[src/rtl/rob_alloc_if.sv]
// Issue/retire handshake between decode and the ROB slot allocator.
// Latency: none, bundle of wires only.
// Backpressure: reqReady from the allocator throttles reqValid from decode.
interface rob_alloc_if #(
    parameter int ROB_IDX_BITS = 4
);
    logic                    clear;
    logic                    reqValid;
    logic                    reqReady;
    logic [ROB_IDX_BITS-1:0] robIdx;
    logic                    retire;
    logic [ROB_IDX_BITS:0]   count;
    logic                    full;
    logic                    empty;
    logic                    draining;
    logic                    underflow;

    // Decode / flush / ROB-retire side
    modport master (
        output clear, reqValid, retire,
        input  reqReady, robIdx, count, full, empty, draining, underflow
    );

    // Allocator side
    modport slave (
        input  clear, reqValid, retire,
        output reqReady, robIdx, count, full, empty, draining, underflow
    );
endinterface

[src/rtl/rob_alloc.sv]
// In-order ROB slot allocator: hands out tail index, tracks occupancy, drains after flush.
// Latency: robIdx/reqReady combinational; count/full/empty/underflow registered (1 cycle).
// Backpressure: reqReady low when full, during clear, or for DRAIN_CYCLES after a clear.
module rob_alloc #(
    parameter int ROB_POSITIONS = 16,
    parameter int ROB_IDX_BITS  = 4,
    parameter int DRAIN_CYCLES  = 4
) (
    input  logic         clk,
    input  logic         rst,
    rob_alloc_if.slave   bus
);
    localparam int DW = (DRAIN_CYCLES > 1) ? $clog2(DRAIN_CYCLES) : 1;
    localparam logic [ROB_IDX_BITS:0] CNT_FULL = (ROB_IDX_BITS+1)'(ROB_POSITIONS);
    localparam logic [DW-1:0] DRAIN_LOAD = DW'(DRAIN_CYCLES - 1);

    typedef enum logic {RUN, DRAIN} state_t;

    state_t                  state_q, state_nxt;
    logic [DW-1:0]           drain_cnt, drain_cnt_nxt;
    logic [ROB_IDX_BITS-1:0] tail;
    logic [ROB_IDX_BITS:0]   count_q;
    logic                    underflow_q;

    logic full, empty, ready, fire, valid_retire, bad_retire;

    assign full  = (count_q == CNT_FULL);
    assign empty = (count_q == '0);
    // A full ROB never reuses a slot in the same cycle it retires; issue waits one cycle.
    assign ready = (state_q == RUN) && !full && !bus.clear;
    assign fire  = bus.reqValid && ready;
    // Retires coinciding with a clear are discarded along with everything else in flight.
    assign valid_retire = bus.retire && !empty && !bus.clear;
    assign bad_retire   = bus.retire &&  empty && !bus.clear;

    assign bus.reqReady  = ready;
    assign bus.robIdx    = tail;
    assign bus.count     = count_q;
    assign bus.full      = full;
    assign bus.empty     = empty;
    assign bus.draining  = (state_q == DRAIN);
    assign bus.underflow = underflow_q;

    // Next-state for the post-flush drain window; a clear always (re)starts it.
    always_comb begin
        state_nxt     = state_q;
        drain_cnt_nxt = drain_cnt;
        case (state_q)
            RUN: ;
            DRAIN: begin
                if (drain_cnt == '0) state_nxt = RUN;
                else                 drain_cnt_nxt = drain_cnt - 1'b1;
            end
            default: state_nxt = RUN;
        endcase
        if (bus.clear) begin
            state_nxt     = DRAIN;
            drain_cnt_nxt = DRAIN_LOAD;
        end
    end

    // FSM register
    always_ff @(posedge clk) begin
        if (rst) begin
            state_q   <= RUN;
            drain_cnt <= '0;
        end else begin
            state_q   <= state_nxt;
            drain_cnt <= drain_cnt_nxt;
        end
    end

    // Tail pointer, occupancy and sticky underflow flag
    always_ff @(posedge clk) begin
        if (rst) begin
            tail        <= '0;
            count_q     <= '0;
            underflow_q <= 1'b0;
        end else begin
            if (bad_retire) underflow_q <= 1'b1;
            if (bus.clear) begin
                tail    <= '0;
                count_q <= '0;
            end else begin
                if (fire) tail <= tail + 1'b1;
                case ({fire, valid_retire})
                    2'b10:   count_q <= count_q + 1'b1;
                    2'b01:   count_q <= count_q - 1'b1;
                    default: count_q <= count_q;
                endcase
            end
        end
    end
endmodule

[src/flat_wrapper.sv]
// flat-port wrapper written by rule: the top's interface ports become plain ports
module rob_alloc_flat 
#(
    parameter int ROB_POSITIONS = 16,
    parameter int ROB_IDX_BITS  = 4,
    parameter int DRAIN_CYCLES  = 4
)
  (clk, rst, bus_clear, bus_reqValid, bus_retire, bus_reqReady, bus_robIdx, bus_count, bus_full, bus_empty, bus_draining, bus_underflow);
  rob_alloc_if #(.ROB_IDX_BITS(ROB_IDX_BITS)) bus_i ();
  input  logic clk;
  input  logic rst;
  input wire logic [$bits(bus_i.clear)-1:0] bus_clear;
  input wire logic [$bits(bus_i.reqValid)-1:0] bus_reqValid;
  input wire logic [$bits(bus_i.retire)-1:0] bus_retire;
  output wire logic [$bits(bus_i.reqReady)-1:0] bus_reqReady;
  output wire logic [$bits(bus_i.robIdx)-1:0] bus_robIdx;
  output wire logic [$bits(bus_i.count)-1:0] bus_count;
  output wire logic [$bits(bus_i.full)-1:0] bus_full;
  output wire logic [$bits(bus_i.empty)-1:0] bus_empty;
  output wire logic [$bits(bus_i.draining)-1:0] bus_draining;
  output wire logic [$bits(bus_i.underflow)-1:0] bus_underflow;
  assign bus_i.clear = bus_clear;
  assign bus_i.reqValid = bus_reqValid;
  assign bus_i.retire = bus_retire;
  assign bus_reqReady = bus_i.reqReady;
  assign bus_robIdx = bus_i.robIdx;
  assign bus_count = bus_i.count;
  assign bus_full = bus_i.full;
  assign bus_empty = bus_i.empty;
  assign bus_draining = bus_i.draining;
  assign bus_underflow = bus_i.underflow;
  rob_alloc #(.ROB_POSITIONS(ROB_POSITIONS), .ROB_IDX_BITS(ROB_IDX_BITS), .DRAIN_CYCLES(DRAIN_CYCLES)) u_core (.clk(clk), .rst(rst), .bus(bus_i));
endmodule
[config.mk]
export PLATFORM = sky130hd
export DESIGN_NAME = rob_alloc_flat
export DESIGN_NICKNAME = d
export VERILOG_FILES = /design/src/rtl/rob_alloc_if.sv /design/src/rtl/rob_alloc.sv /design/src/flat_wrapper.sv
export SDC_FILE = /design/constraint.sdc
export NUM_CORES = 1
export LEC_CHECK = 0
export CORE_ASPECT_RATIO = 1.1
export CORE_UTILIZATION = 30
export CTS_CLUSTER_DIAMETER = 100
export DETAILED_ROUTE_END_ITERATION = 16
export DONT_BUFFER_PORTS = 1
export GPL_TIMING_DRIVEN = 0
export SLEW_MARGIN = 20
export SYNTH_ARGS = -nofsm -noshare
export SYNTH_HDL_FRONTEND = slang
export SYNTH_SLANG_ARGS = --single-unit
export TNS_END_PERCENT = 5
[constraint.sdc]
create_clock -name clk -period 4.22 [get_ports clk]
set_clock_uncertainty 0.1 [all_clocks]
set_input_delay 0.844 -clock clk [delete_from_list [all_inputs] [get_ports clk]]
set_output_delay 0.844 -clock clk [all_outputs]
set_load 0.05 [all_outputs]
After elaboration in Yosys (flattened, before gate mapping)
Cells that the tools add are included.
{ "totals": {"input_bits": 5, "wordCells": 37, "ff_bits": 13, "out_inout_bits": 14} }
{ "op_classes": {"eq_ne": 4, "n_addsub": 4, "n_mux": 7, "bitwise_logic": 1, "n_reduce_logical": 16} }
{ "ops": {"columns": ["op", "count"], "rows": [
  ["one-hot mux 5 bit (2 select lines)", 1],
  ["logical AND 1 bit", 7],
  ["two-way mux 2 bit", 3],
  ["adder 5 x 1 -> 5 bit (second input constant)", 1],
  ["equality test 5 bit (second input constant)", 1],
  ["logical NOT 5 bit", 1],
  ["subtractor 5 x 1 -> 5 bit (second input constant)", 1],
  ["adder 4 x 1 -> 4 bit (second input constant)", 1],
  ["nonzero test 2 bit", 2],
  ["logical NOT 1 bit", 3],
  ["two-way mux 1 bit", 3],
  ["equality test 2 x 1 -> 1 bit (second input constant)", 1],
  ["equality test 2 bit (second input constant)", 1],
  ["logical NOT 2 bit", 1],
  ["!= test 2 bit (second input constant)", 1],
  ["AND reduction 2 bit", 1],
  ["OR reduction 2 bit", 1],
  ["subtractor 2 x 1 -> 2 bit (second input constant)", 1],
  ["NOT 1 bit", 1]
]} }

Longest topological paths before layout
{ "logic_depth": {"depth_word": 7, "ltp_mapped": 9} }

Worst setup path after synthesis
Ideal clock, no wire load.
{ "synth_path": {"path_type": "register to register", "startpoint": "register u_core.count_q[0] (netlist: u_core.bus.count[0])", "endpoint": "register u_core.count_q[4] (netlist: u_core.bus.count[4])", "path_buffers": 0, "arrival_ns": 3.125, "setup_slack_ns": 0.867, "setup_ns": 0.128, "stages_incl_launch_ff": 10, "period_less_slack_ns": 3.353, "path_cell_list": "dfxtp_1 > or4_4 > nor2_1 > nor3b_1 > ha_1 > ha_1 > nand3_1 > and4b_1 > o211ai_1 > o31ai_1"} }
{ "synth_between": {"word_cells_on_any_way": 15, "cone_classes": "2 x add/sub; 3 x eq/ne; 1 x mux; 9 x reduce/logical"} }
{ "synth_rtl": {"columns": ["element", "line", "source"], "rows": [
  ["start: declaration", "rob_alloc.sv:22", "logic [ROB_IDX_BITS:0] count_q;"],
  ["start signal: assignment", "rob_alloc.sv:87", "2'b10: count_q <= count_q + 1'b1;"],
  ["start signal: assignment", "rob_alloc.sv:88", "2'b01: count_q <= count_q - 1'b1;"],
  ["start signal: assignment", "rob_alloc.sv:89", "default: count_q <= count_q;"],
  ["logical NOT 5 bit (*)", "rob_alloc.sv:28", "assign empty = (count_q == '0);"],
  ["net bus_empty", "flat_wrapper.sv:19", "output wire logic [$bits(bus_i.empty)-1:0] bus_empty;"],
  ["logical NOT 1 bit (*)", "rob_alloc.sv:33", "assign valid_retire = bus.retire && !empty && !bus.clear;"],
  ["logical AND 1 bit (*) (2 in a row)", "rob_alloc.sv:33", null],
  ["equality test 2 x 1 -> 1 bit or equality test 2 bit (tied branches)", "rob_alloc.sv:86", "case ({fire, valid_retire})"],
  ["one-hot mux 5 bit (2 select lines) or nonzero test 2 bit (tied branches)", null, null]
]} }
The timed path passes the listed nets; every way through them passes the cells marked *.
A chain may end at the register's enable or synchronous reset.

Worst setup path after layout
Same ends and word-level chain as after synthesis.

==> results.toml <==
[worst_setup_path]
crit_top_cell = "ha_1"
slowest_stage = "nor2_1"
r2r_cells = 9
endpoint = "u_core.bus.count[4]"
path_depth = 9
r2r-start = "u_core.bus.count[0]"
crit_required_ns = 4.32
worstPathMaxFanout = 6
cp_top_family = "simple AND/OR/NAND/NOR gates"
cpPeakStageDelay_ns = 0.79
cp.arrival_ns = 3.70
crit_start = "u_core.bus.count[0]"
ff2ff_setup_slack_ns = 0.62
path_class = "reg2reg"
crit_chain = "or4_4 > nor2_1 > nor3b_1 > ha_1 > ha_1 > a21oi_1 > a211oi_1 > o211ai_1 > o31ai_1"
cp-end-kind = "register"
crit_path_start_kind = "register"
crit_buf_inv = 0
r2r-end = "u_core.bus.count[4]"

[grt]
grt_overflow = 0
grt_pass1_wl_mm = 2.21
grt_use_total = 0.130
met1_usage = 0.149
grt_pass1_vias = 522
busiest_layer = "met2"
grt_use_met3 = 0.0655
antenna_found_initial = 0
grt_util_met2 = 0.198
grt_max_degree = 10

[timing]
setup_viol = 0
slew_headroom = 0.319
finalSetupTns_ns = 0
fin_hold_ws_ns = 0.443
rsz0062_at_grt = "false"
final_hold_viol_count = 0
drv_slew = 0
fin_crit_ns = 3.60
timing.final.ws_setup_ns = 0.616
fmax_mhz = 277
worst_pin_slew_ns = 1.02
post-route-period-util = 0.854

[status]
status = "finished clean"

[synthesis]
synthAdderAreaFrac = 0.137
synthArstFlopShare = 0
synth.mux.area_fraction = 0.0144
yosys.area.top_type_share = 0.374
synth_xor_area_frac = 0.0629
yosysTopAreaCell = "dfxtp_1"
ys_seq_area_frac = 0.374
ys.warnings.count = 0
synth_nets = 89
yosys.area_share.simple = 0.210
synth-compound-area-share = 0.169
synth_edf_count = 0
ys.flop_type = "dfxtp_1"
synthCells = 77
synth_area_sq_um = 696
synth_top_family_by_area = "simple AND/OR/NAND/NOR gates"
synth.area.top_cells = "dfxtp_1 (37%), ha_1 (11%), nor2_1 (6.5%)"
ys_seq_elements = 13
yosysUniqueCellTypes = 30
synth_area_per_cell_sq_um = 9.03

[clock_network]
h-tree-depth = 1
cts_tree = "yes"
clk_latency_ns = 0.28
cts_root_buf = "clkbuf_4"
ctsResizeCount = 0
cts.sinks = 13
cts_buffers = 3
clockBufferDepth = 2
hold_buffers = 0
clk_pin_slew_ns = 0.08
cts_setup_buffers = 0

[layout]
fin_util = 0.366
areaGrowthSynthToFinish_pct = 9.53
final_common_cell = "dfxtp_1"
fillers = 242
num-nets-final = 94
final_cell_mix = "dfxtp_1 (13), nor2_1 (12), a21oi_1 (8)"
drive_gt1_frac = 0.0864
antenna_cells = 0

[power]
leakagePower_nw = 0.304
power_density_nw_per_um2 = 319
vdd_ir_drop_max_uv = 222

[detailed_routing]
first_pass_iters = 4
vias = 563
wl_per_cell_um = 13.0
routed_wl_mm = 1.42
detail-route-antenna-nets = 0
vias_per_cell = 5.17
drc_errors = 0
drtIter0Drc = 2

[die]
die-area_sq_um = 2520
coreArea_sq_um = 2080
initial_utilization = 0.334
die_w_um = 47.9
ios = 19
fp.dieH_um = 52.5
num_rows = 17

[min_path]
worstHoldStart = "u_core.drain_cnt[1]"
hold_class = "reg2reg"

[placed_design]
gp_congestion = 0.714
port-buffer-count = 0
place_ws_ns = 0.645
place_hpwl_mm = 1.08

[flow_run]
drv_cap = 0
report_power, final:
part	switching, W	internal [W]	leakage (nW)	total [W]
registers	0.0000110	0.000127	0.106	0.000138
logic	0.0000169	0.00000954	0.183	0.0000265
clock network	0.0000422	0.0000367	0.0150	0.0000789
total	0.0000701	0.000173	0.304	0.000243
worst reg2reg max path: cells and delay by family, from the launching register on:
| family | cells | cell delay (ns) |
|---|---|---|
| fa+ha+maj | 2 | 0.69 |
| compound gates | 4 | 0.59 |
| simple gates | 3 | 1.60 |
| flops | 1 | 0.54 |
logic make-up after synthesis:
logic type	after synthesis
and+or+nand+nor	28
DFF	13
buffers and inverters	6
adders and majority gates	7
muxes	1
AOI/OAI and AO/OA	17
xor gates and xnor gates	5
stage by stage:
stage               instances  power [W]  cell area (sq um)
finish                    109   0.000243                762
global route              109   0.000257                762
CTS                       109   0.000247                762
detailed placement        105   0.000167                736
global placement          105   0.000166                731
floorplan                  77   0.000163                696
routing by layer:
metal	up-vias	routed length, um
li1	284	-
met1	260	578
met2	17	706
met3	2	127
met4	0	9
met5	-	0
cells in the mapped netlist, types with 2 or more instances:
master	instances
nand3_1	5
a21oi_1	8
clkbuf_1	2
ha_1	6
nor2_1	12
dfxtp_1	13
inv_1	4
xnor2_1	2
nand2_1	2
xor2_1	3
worst min-delay path by stage:
stage               cells after the start                   to
global route                            2  u_core.drain_cnt[1]
floorplan                               2  u_core.drain_cnt[1]
CTS                                     2  u_core.drain_cnt[1]
finish                                  2  u_core.drain_cnt[1]
detailed placement                      2  u_core.drain_cnt[1]
global placement                        2  u_core.drain_cnt[1]
cell type report:
cell class / instances / area (sq um) / share of cell area
buffer: 2 / 7.51 / 0.00985
clock buffer: 4 / 26.3 / 0.0345
inverter: 4 / 15.0 / 0.0197
multi-input combinational: 58 / 418 / 0.548
sequential: 13 / 260 / 0.342
tap: 28 / 35.0 / 0.0460
registers in the layout, indices dropped and copies added, names as in the netlist:
| signal | flops |
|---|---|
| u_core.bus.robIdx | 4 |
| u_core.bus.count | 5 |
| u_core.drain_cnt | 2 |
| u_core.bus.draining | 1 |
| u_core.bus.underflow | 1 |
Note: power is estimated with default switching activity, not from simulation.
